$ cat config.mk
export PLATFORM = sky130hd
export DESIGN_NAME = alu_issue_stage
export DESIGN_NICKNAME = d
export VERILOG_FILES = /design/src/rtl/alu_pkg.sv /design/src/rtl/alu_ctrl_decode.sv /design/src/rtl/alu_issue_stage.sv
export SDC_FILE = /design/constraint.sdc
export NUM_CORES = 1
export LEC_CHECK = 0
export CORE_AREA = 5 5 121 123
export DETAILED_ROUTE_END_ITERATION = 6
export DIE_AREA = 0 0 126 128
export GPL_TIMING_DRIVEN = 0
export PLACE_DENSITY = 0.83
export SKIP_CTS_REPAIR_TIMING = 1
export SYNTH_ARGS = -nofsm -noshare
export SYNTH_HDL_FRONTEND = slang
export SYNTH_SLANG_ARGS = --single-unit
$ cat constraint.sdc
create_clock -name clk -period 3.68 [get_ports clk]
set_input_delay 0.368 -clock clk [delete_from_list [all_inputs] [get_ports clk]]
set_output_delay 0.368 -clock clk [all_outputs]
set_load 0.01 [all_outputs]
$ cat src/rtl/alu_pkg.sv
// Shared ALU definitions: control codes, alu_op encodings and R-type funct values.
package alu_pkg;

    localparam int unsigned CTRL_W  = 4;
    localparam int unsigned OP_W    = 2;
    localparam int unsigned FUNCT_W = 6;
    localparam int unsigned IMM_W   = 16;
    localparam int unsigned REG_W   = 5;

    typedef enum logic [CTRL_W-1:0] {
        ALU_AND = 4'b0000,
        ALU_OR  = 4'b0001,
        ALU_ADD = 4'b0010,
        ALU_ILL = 4'b0011,
        ALU_SUB = 4'b0110,
        ALU_SLT = 4'b0111,
        ALU_XOR = 4'b1111
    } alu_ctrl_e;

    typedef enum logic [OP_W-1:0] {
        OP_MEM    = 2'b00,
        OP_BRANCH = 2'b01,
        OP_RTYPE  = 2'b10,
        OP_ORI    = 2'b11
    } alu_op_e;

    localparam logic [FUNCT_W-1:0] FN_ADD = 6'b100000;
    localparam logic [FUNCT_W-1:0] FN_SUB = 6'b100010;
    localparam logic [FUNCT_W-1:0] FN_AND = 6'b100100;
    localparam logic [FUNCT_W-1:0] FN_OR  = 6'b100101;
    localparam logic [FUNCT_W-1:0] FN_SLT = 6'b101010;
    localparam logic [FUNCT_W-1:0] FN_XOR = 6'b100110;

endpackage

$ cat src/rtl/alu_ctrl_decode.sv
// Combinational alu_op/funct decode into the 4-bit ALU control code.
module alu_ctrl_decode
    import alu_pkg::*;
(
    input  logic [OP_W-1:0]    alu_op,
    input  logic [FUNCT_W-1:0] funct,
    output logic [CTRL_W-1:0]  ctrl_c,
    output logic               illegal_c
);

    always_comb begin
        ctrl_c    = ALU_ADD;
        illegal_c = 1'b0;
        case (alu_op_e'(alu_op))
            OP_MEM:    ctrl_c = ALU_ADD;
            OP_BRANCH: ctrl_c = ALU_SUB;
            OP_ORI:    ctrl_c = ALU_OR;
            OP_RTYPE: begin
                case (funct)
                    FN_ADD:  ctrl_c = ALU_ADD;
                    FN_SUB:  ctrl_c = ALU_SUB;
                    FN_AND:  ctrl_c = ALU_AND;
                    FN_OR:   ctrl_c = ALU_OR;
                    FN_SLT:  ctrl_c = ALU_SLT;
                    FN_XOR:  ctrl_c = ALU_XOR;
                    default: begin
                        ctrl_c    = ALU_ILL;
                        illegal_c = 1'b1;
                    end
                endcase
            end
            default: ctrl_c = ALU_ADD;
        endcase
    end

endmodule

$ cat src/rtl/alu_issue_stage.sv
// ID->EX issue stage: decode, operand select, two-entry skid buffer with flush
// and a saturating illegal-funct counter.
module alu_issue_stage
    import alu_pkg::*;
#(
    parameter int unsigned DW = 32,
    parameter int unsigned CW = 8
) (
    input  logic               clk,
    input  logic               rst_n,
    input  logic               in_valid,
    output logic               in_ready,
    input  logic [OP_W-1:0]    alu_op,
    input  logic [FUNCT_W-1:0] funct,
    input  logic               alu_src,
    input  logic [DW-1:0]      rs_data,
    input  logic [DW-1:0]      rt_data,
    input  logic [IMM_W-1:0]   imm16,
    input  logic [REG_W-1:0]   rd_in,
    input  logic               flush,
    output logic               out_valid,
    input  logic               out_ready,
    output logic [CTRL_W-1:0]  ctrl,
    output logic [DW-1:0]      in1,
    output logic [DW-1:0]      in2,
    output logic [REG_W-1:0]   rd_out,
    output logic               illegal,
    output logic [CW-1:0]      illegal_cnt
);

    localparam logic [CW-1:0] CNT_MAX = '1;

    logic [CTRL_W-1:0] dec_ctrl_c;
    logic              dec_ill_c;
    logic [DW-1:0]     op2_c;
    logic              accept_c;
    logic              m_load_c;
    logic              s_take_c;
    logic              m_valid_n_c;
    logic              s_valid_n_c;

    logic              s_valid;
    logic [CTRL_W-1:0] s_ctrl;
    logic [DW-1:0]     s_in1;
    logic [DW-1:0]     s_in2;
    logic [REG_W-1:0]  s_rd;
    logic              s_ill;

    alu_ctrl_decode u_dec (
        .alu_op    (alu_op),
        .funct     (funct),
        .ctrl_c    (dec_ctrl_c),
        .illegal_c (dec_ill_c)
    );

    // ori zero-extends its immediate; every other immediate user sign-extends
    always_comb begin
        op2_c = rt_data;
        if (alu_src) begin
            if (alu_op == OP_ORI) op2_c = DW'(imm16);
            else                  op2_c = {{(DW-IMM_W){imm16[IMM_W-1]}}, imm16};
        end
    end

    // S only takes the input when M is stalled, or to keep ordering behind a draining S
    always_comb begin
        accept_c    = in_valid & in_ready & ~flush;
        m_load_c    = ~out_valid | out_ready;
        s_take_c    = accept_c & (~m_load_c | s_valid);
        m_valid_n_c = out_valid;
        s_valid_n_c = s_valid;
        if (flush) begin
            m_valid_n_c = 1'b0;
            s_valid_n_c = 1'b0;
        end else begin
            if (m_load_c) m_valid_n_c = s_valid | accept_c;
            s_valid_n_c = (s_valid & ~m_load_c) | s_take_c;
        end
    end

    always_ff @(posedge clk or negedge rst_n) begin
        if (!rst_n) begin
            out_valid <= 1'b0;
            in_ready  <= 1'b1;
            s_valid   <= 1'b0;
        end else begin
            out_valid <= m_valid_n_c;
            s_valid   <= s_valid_n_c;
            in_ready  <= ~s_valid_n_c;
        end
    end

    // main register payload; S always has priority to preserve order
    always_ff @(posedge clk or negedge rst_n) begin
        if (!rst_n) begin
            ctrl    <= '0;
            in1     <= '0;
            in2     <= '0;
            rd_out  <= '0;
            illegal <= 1'b0;
        end else if (!flush && m_load_c) begin
            if (s_valid) begin
                ctrl    <= s_ctrl;
                in1     <= s_in1;
                in2     <= s_in2;
                rd_out  <= s_rd;
                illegal <= s_ill;
            end else if (accept_c) begin
                ctrl    <= dec_ctrl_c;
                in1     <= rs_data;
                in2     <= op2_c;
                rd_out  <= rd_in;
                illegal <= dec_ill_c;
            end
        end
    end

    always_ff @(posedge clk or negedge rst_n) begin
        if (!rst_n) begin
            s_ctrl <= '0;
            s_in1  <= '0;
            s_in2  <= '0;
            s_rd   <= '0;
            s_ill  <= 1'b0;
        end else if (s_take_c) begin
            s_ctrl <= dec_ctrl_c;
            s_in1  <= rs_data;
            s_in2  <= op2_c;
            s_rd   <= rd_in;
            s_ill  <= dec_ill_c;
        end
    end

    always_ff @(posedge clk or negedge rst_n) begin
        if (!rst_n) begin
            illegal_cnt <= '0;
        end else if (accept_c && dec_ill_c && (illegal_cnt != CNT_MAX)) begin
            illegal_cnt <= illegal_cnt + CW'(1);
        end
    end

endmodule

==> Word level (Yosys, flattened, before mapping) <==
Index checks and enable logic that the tools add are counted.
Widths: inputs -> output; s select.
{ "classes": {"n_addsub": 1, "eq_ne": 10, "mux": 19, "bitwise_logic": 12, "reduce_logical": 9} }
{ "ops": {"columns": ["operator", "count"], "rows": [
  ["$mux 32", 6],
  ["$eq 6x6->1 const B", 6],
  ["$pmux 4 s6", 1],
  ["$pmux 4 s4", 1],
  ["$mux 5", 2],
  ["$add 8x1->8 const B", 1],
  ["$mux 4", 2],
  ["$ne 8x8->1 const B", 1],
  ["$mux 1", 7],
  ["$reduce_or 6->1", 1],
  ["$and 1x1->1", 4],
  ["$eq 2x2->1 const B", 2],
  ["$not 1->1", 4],
  ["$or 1x1->1", 4],
  ["$reduce_bool 2->1", 2],
  ["$logic_and 1x1->1", 3],
  ["$eq 2x1->1 const B", 1],
  ["$logic_not 2->1", 1],
  ["$reduce_and 2->1", 1],
  ["$logic_not 1->1", 1]
]} }
{ "totals": {"ff_bits": 159, "inputBits": 99, "out_inout_bits": 84} }

==> Longest topological paths before layout <==
{ "logic_depth": {"word_depth": 8, "mapped_depth": 8, "ltp_nobuf": 6} }

==> By module <==
Synthesis repeated with hierarchy kept, for this count alone.
{ "hier_totals": {"hier_cells": 675, "hier_area_um2": 7149.4} }
{ "by_module_without_submodules": {"columns": ["mod", "n_inst", "cells_each", "area_per_inst_um2", "seq_area_each_um2"], "rows": [
  ["alu_issue_stage", 1, 655, 7019.2, 3980.1],
  ["alu_ctrl_decode", 1, 20, 130.1, 0.0]
]} }

==> Worst setup path after synthesis <==
Ideal clock, no wire load.
{ "synth_path": {"kind": "register to register", "start": "register in_ready", "end": "register ctrl[0]", "setup_ns": 0.132, "arrival_time_ns": 1.545, "required_ns": 3.548, "path_slack_ns": 2.003, "stages_incl_launch_ff": 9, "n_path_buf": 3, "cell_sequence": "dfstp_2 > and2_1 > nor2_1 > or3_1 > buf_2 > buf_6 > buf_6 > nand2_1 > o21ai_1"} }
{ "synth_via": {"elab_chain_cells": 4} }
{ "synth_rtl": {"columns": ["element", "line", "rtl"], "rows": [
  ["start: declaration", "alu_issue_stage.sv:12", "output logic in_ready,"],
  ["start signal: assignment", "alu_issue_stage.sv:89", "in_ready <= ~s_valid_n_c;"],
  ["$and 1x1->1 (2 in series)", "alu_issue_stage.sv:67", "accept_c = in_valid & in_ready & ~flush;"],
  ["$reduce_bool 2->1 (no line)", null, null],
  ["$reduce_and 2->1 (no line)", null, null],
  ["end signal: assignment", "alu_issue_stage.sv:103", "ctrl <= s_ctrl;"],
  ["end signal: assignment", "alu_issue_stage.sv:109", "ctrl <= dec_ctrl_c;"],
  ["end: declaration", "alu_issue_stage.sv:23", "output logic [CTRL_W-1:0] ctrl,"]
]} }
No other way between the ends.
A chain may end at the register's enable or synchronous reset.

==> Worst setup path in the final report <==
{ "layout_path": {"start": "input port flush", "end": "register s_in1[28]"} }
{ "layout_via": {"elab_chain_cells": 3} }
{ "layout_rtl": {"columns": ["element", "line", "rtl"], "rows": [
  ["start: declaration", "alu_issue_stage.sv:20", "input logic flush,"],
  ["$not 1->1", "alu_issue_stage.sv:67", null],
  ["$and 1x1->1", "alu_issue_stage.sv:67", null],
  ["$and 1x1->1", "alu_issue_stage.sv:69", "s_take_c = accept_c & (~m_load_c | s_valid);"],
  ["end signal: assignment", "alu_issue_stage.sv:127", "s_in1 <= rs_data;"],
  ["end: declaration", "alu_issue_stage.sv:44", "logic [DW-1:0] s_in1;"]
]} }
No other way between the ends.

==> impl_metrics.toml <==
[placement]
numPortBuffers = 181
globalplace.congestion = 0.841
dp_cells = 1020
hpwl_mm = 13.8

[clock_network]
cts_root_buffer = "clkbuf_16"
cts_sinks = 159
cts-buffers-inserted = 17
path_clk_slew_ns = 0.06
tritoncts = "built"
ctsHtreeMaxLevel = 4
clk_latency_ns = 0.42
cts_buffer_depth = 2

[cells_and_area]
syn2layout_area_growth_pct = 38.6
insertedDiodeCount = 0
layout-drive-gt1-share_pct = 12.0
postLayoutCoreUtil_pct = 71.5
final_cells = 1053
multi_input_area_um2 = 2740
fillers = 965
nNetsFinal = 960
regArea_um2 = 3980

[sta]
finClkSkew_ns = 0.00825
worstMarginPinSlew_ns = 0.596
setup_viol = 0
max_freq_mhz = 527
hold_viol_final = 0
slew_violations = 0
finalCritPeriodShare_pct = 51.6
rsz0062_at_grt = "no"
min_period_ns = 1.90
max_slew_margin_pct = 60.2

[power]
p_switching_w = 0.00148
p_int_w = 0.00393
combPwrFrac_pct = 21.8
switching_share_pct = 27.4
vdd_drop_max_uv = 327
powerDensity_nw_per_um2 = 558
leakage_nw = 4.22
seqPwrFrac_pct = 44.3
p_clk_share_pct = 33.9

[logic_synthesis]
synth_commonest_cells = "dfrtp_1 (158), nand2_1 (113), o21ai_1 (60)"
synthCells = 658
ys_ff_latch = 159
async_flop_share_pct = 100
synth.largest_area_cell = "dfrtp_1"
synthFlopType = "dfrtp_1"
synth_enable_flop_cells = 0
yosysWarnings = 0
ys_top_cells_by_area = "dfrtp_1 (57%), mux2i_1 (7.6%), mux2_2 (6.1%)"
syn_avg_cell_area_um2 = 10.6
synth_cell_types = 40
post-synth-top-count-cell = "dfrtp_1"
syn_nets = 758
syn_area_um2 = 7000
synth.top_cell.area_share_pct = 56.5
yosysSeqAreaShare_pct = 56.9

[worst_setup_path]
ff2ff_path_depth = 8
r2r-start = "in_ready$_DFF_PN1_"
r2r_end = "in1[11]$_DFFE_PN0P_"
path_max_fanout = 10
path_class = "in -> reg"
crit_required_ns = 3.98
reg2reg_slack_ns = 1.79
crit_path_end = "s_in1[28]$_DFFE_PN0P_"
cp-start-kind = "primary input"
crit_path_start = "flush"
worstSetupEndpointType = "flop"
worst_ep_arrival_time_ns = 2.20

[global_route]
grt.overflow.total = 0
antenna_found_initial = 0
grt_pass1_wl_mm = 30.3
grt.total_usage_pct = 23.9
grt_max_degree = 103
grt_pass1_vias = 6114

[route]
viasPerCell = 5.53
dr_wl_met2_mm = 10.0
drt_iter0_drc = 494
antenna_left = 0
drt_drc_violations_left = 0
avgRoutedWirePerCell_um = 18.2
route.met3.wl_mm = 1.10
wl_met1_mm = 7.59
highest_layer = "met4"
vias = 5822
drt_wl_total_mm = 19.1
first_pass_iters = 5

[floorplan]
num_rows = 43
die-area_um2 = 16100
die_h_um = 128
pin_count = 183
die_w_um = 126
initial_core_util_pct = 51.6
core-area_um2 = 13600

[run]
maxCapViolations = 0

[hold_path]
min_path_type = "in -> async"

[status]
outcome = "finished clean"
[critical path: stages]
cell             delay [ns]
clkdlybuf4s50_1        0.53
and3b_1                0.22
o21ai_0                0.11
buf_2                  0.29
buf_2                  0.32
mux2_2                 0.37
[cells by family after synthesis]
| group | share of synthesized area [%] |
|---|---|
| buffers and inverters | 4.01 |
| adder cells (fa/ha/maj) | 0.322 |
| flip-flops | 56.9 |
| AO/OA/AOI/OAI | 13.0 |
| XOR/XNOR | 0.876 |
| AND/OR/NAND/NOR | 11.0 |
| multiplexers | 13.9 |
[sequential cells by signal, summed over array words and instances, names as in the netlist, 4 cells and up]
signal	flops
s_ctrl	4
s_in2	32
in2	32
illegal_cnt	8
s_rd	5
rd_out	5
ctrl	4
in1	32
s_in1	32
[per-layer routing]
layer | GRT usage [%] | vias to the layer above
met4 | 9.84 | 0
met2 | 42.5 | 211
met3 | 5.13 | 34
li1 | - | 2684
met5 | 0 | -
met1 | 28.1 | 2893
[layout make-up]
class	count	share of cell area [%]
Sequential cell	159	41.0
Tap cell	180	2.32
Clock inverter	12	1.65
Multi-Input combinational cell	449	28.2
Inverter	4	0.155
Clock buffer	20	4.81
Buffer	46	2.73
Timing Repair Buffer	183	19.1
[worst min path at each step]
stage	slack (ns)	endpoint	start
after detailed placement	0.37	illegal_cnt[5]$_DFFE_PN0P_	rst_n
after global placement	0.46	s_in2[14]$_DFFE_PN0P_	s_in2[14]$_DFFE_PN0P_
final	0.48	illegal_cnt[5]$_DFFE_PN0P_	rst_n
after CTS	-0.09	illegal_cnt[5]$_DFFE_PN0P_	rst_n
after global routing	0.50	s_in2[0]$_DFFE_PN0P_	alu_src
after floorplan	0.07	ctrl[0]$_DFFE_PN0P_	rst_n
[power by group through the flow]
stage | Combinational [W] | Sequential (W) | Clock (W)
after global routing | 0.00129 | 0.00244 | 0.00193
after detailed placement | 0.00118 | 0.00241 | 0
final | 0.00118 | 0.00240 | 0.00183
after floorplan | 0.000470 | 0.00243 | 0
after global placement | 0.00113 | 0.00238 | 0
after CTS | 0.00119 | 0.00239 | 0.00185
[cell usage in the layout, fill, tap and decap left out, types with 3 or more instances in the layout]
cell type	instances
nor2_1	36
xnor2_1	6
dfrtp_1	158
clkdlybuf4s50_1	180
clkbuf_16	17
inv_1	3
and2_1	4
clkbuf_8	3
nand4_1	4
mux2i_1	53
bufinv_16	3
buf_2	17
buf_6	8
a21oi_1	39
o21ai_1	60
buf_4	5
clkbuf_1	14
nand3_1	3
o21ai_0	52
nand2b_1	3
buf_1	3
nand2_1	113
a22oi_1	16
mux2_2	38
clkinv_4	6
[per-stage QoR]
step                hold slack (ns)  setup TNS [ns]  instance area (µm²)  worst slack [ns]  power, W
floorplan                    0.0724               0                 7000              2.00   0.00291
global placement              0.462         -592.82                 9030             -3.75   0.00351
detailed placement            0.367               0                 9060              1.33   0.00359
CTS                         -0.0895               0                 9690              1.78   0.00544
global route                  0.500               0                 9700              1.66   0.00566
finish                        0.476               0                 9700              1.78   0.00541
Power figures use the tool's default switching activity.
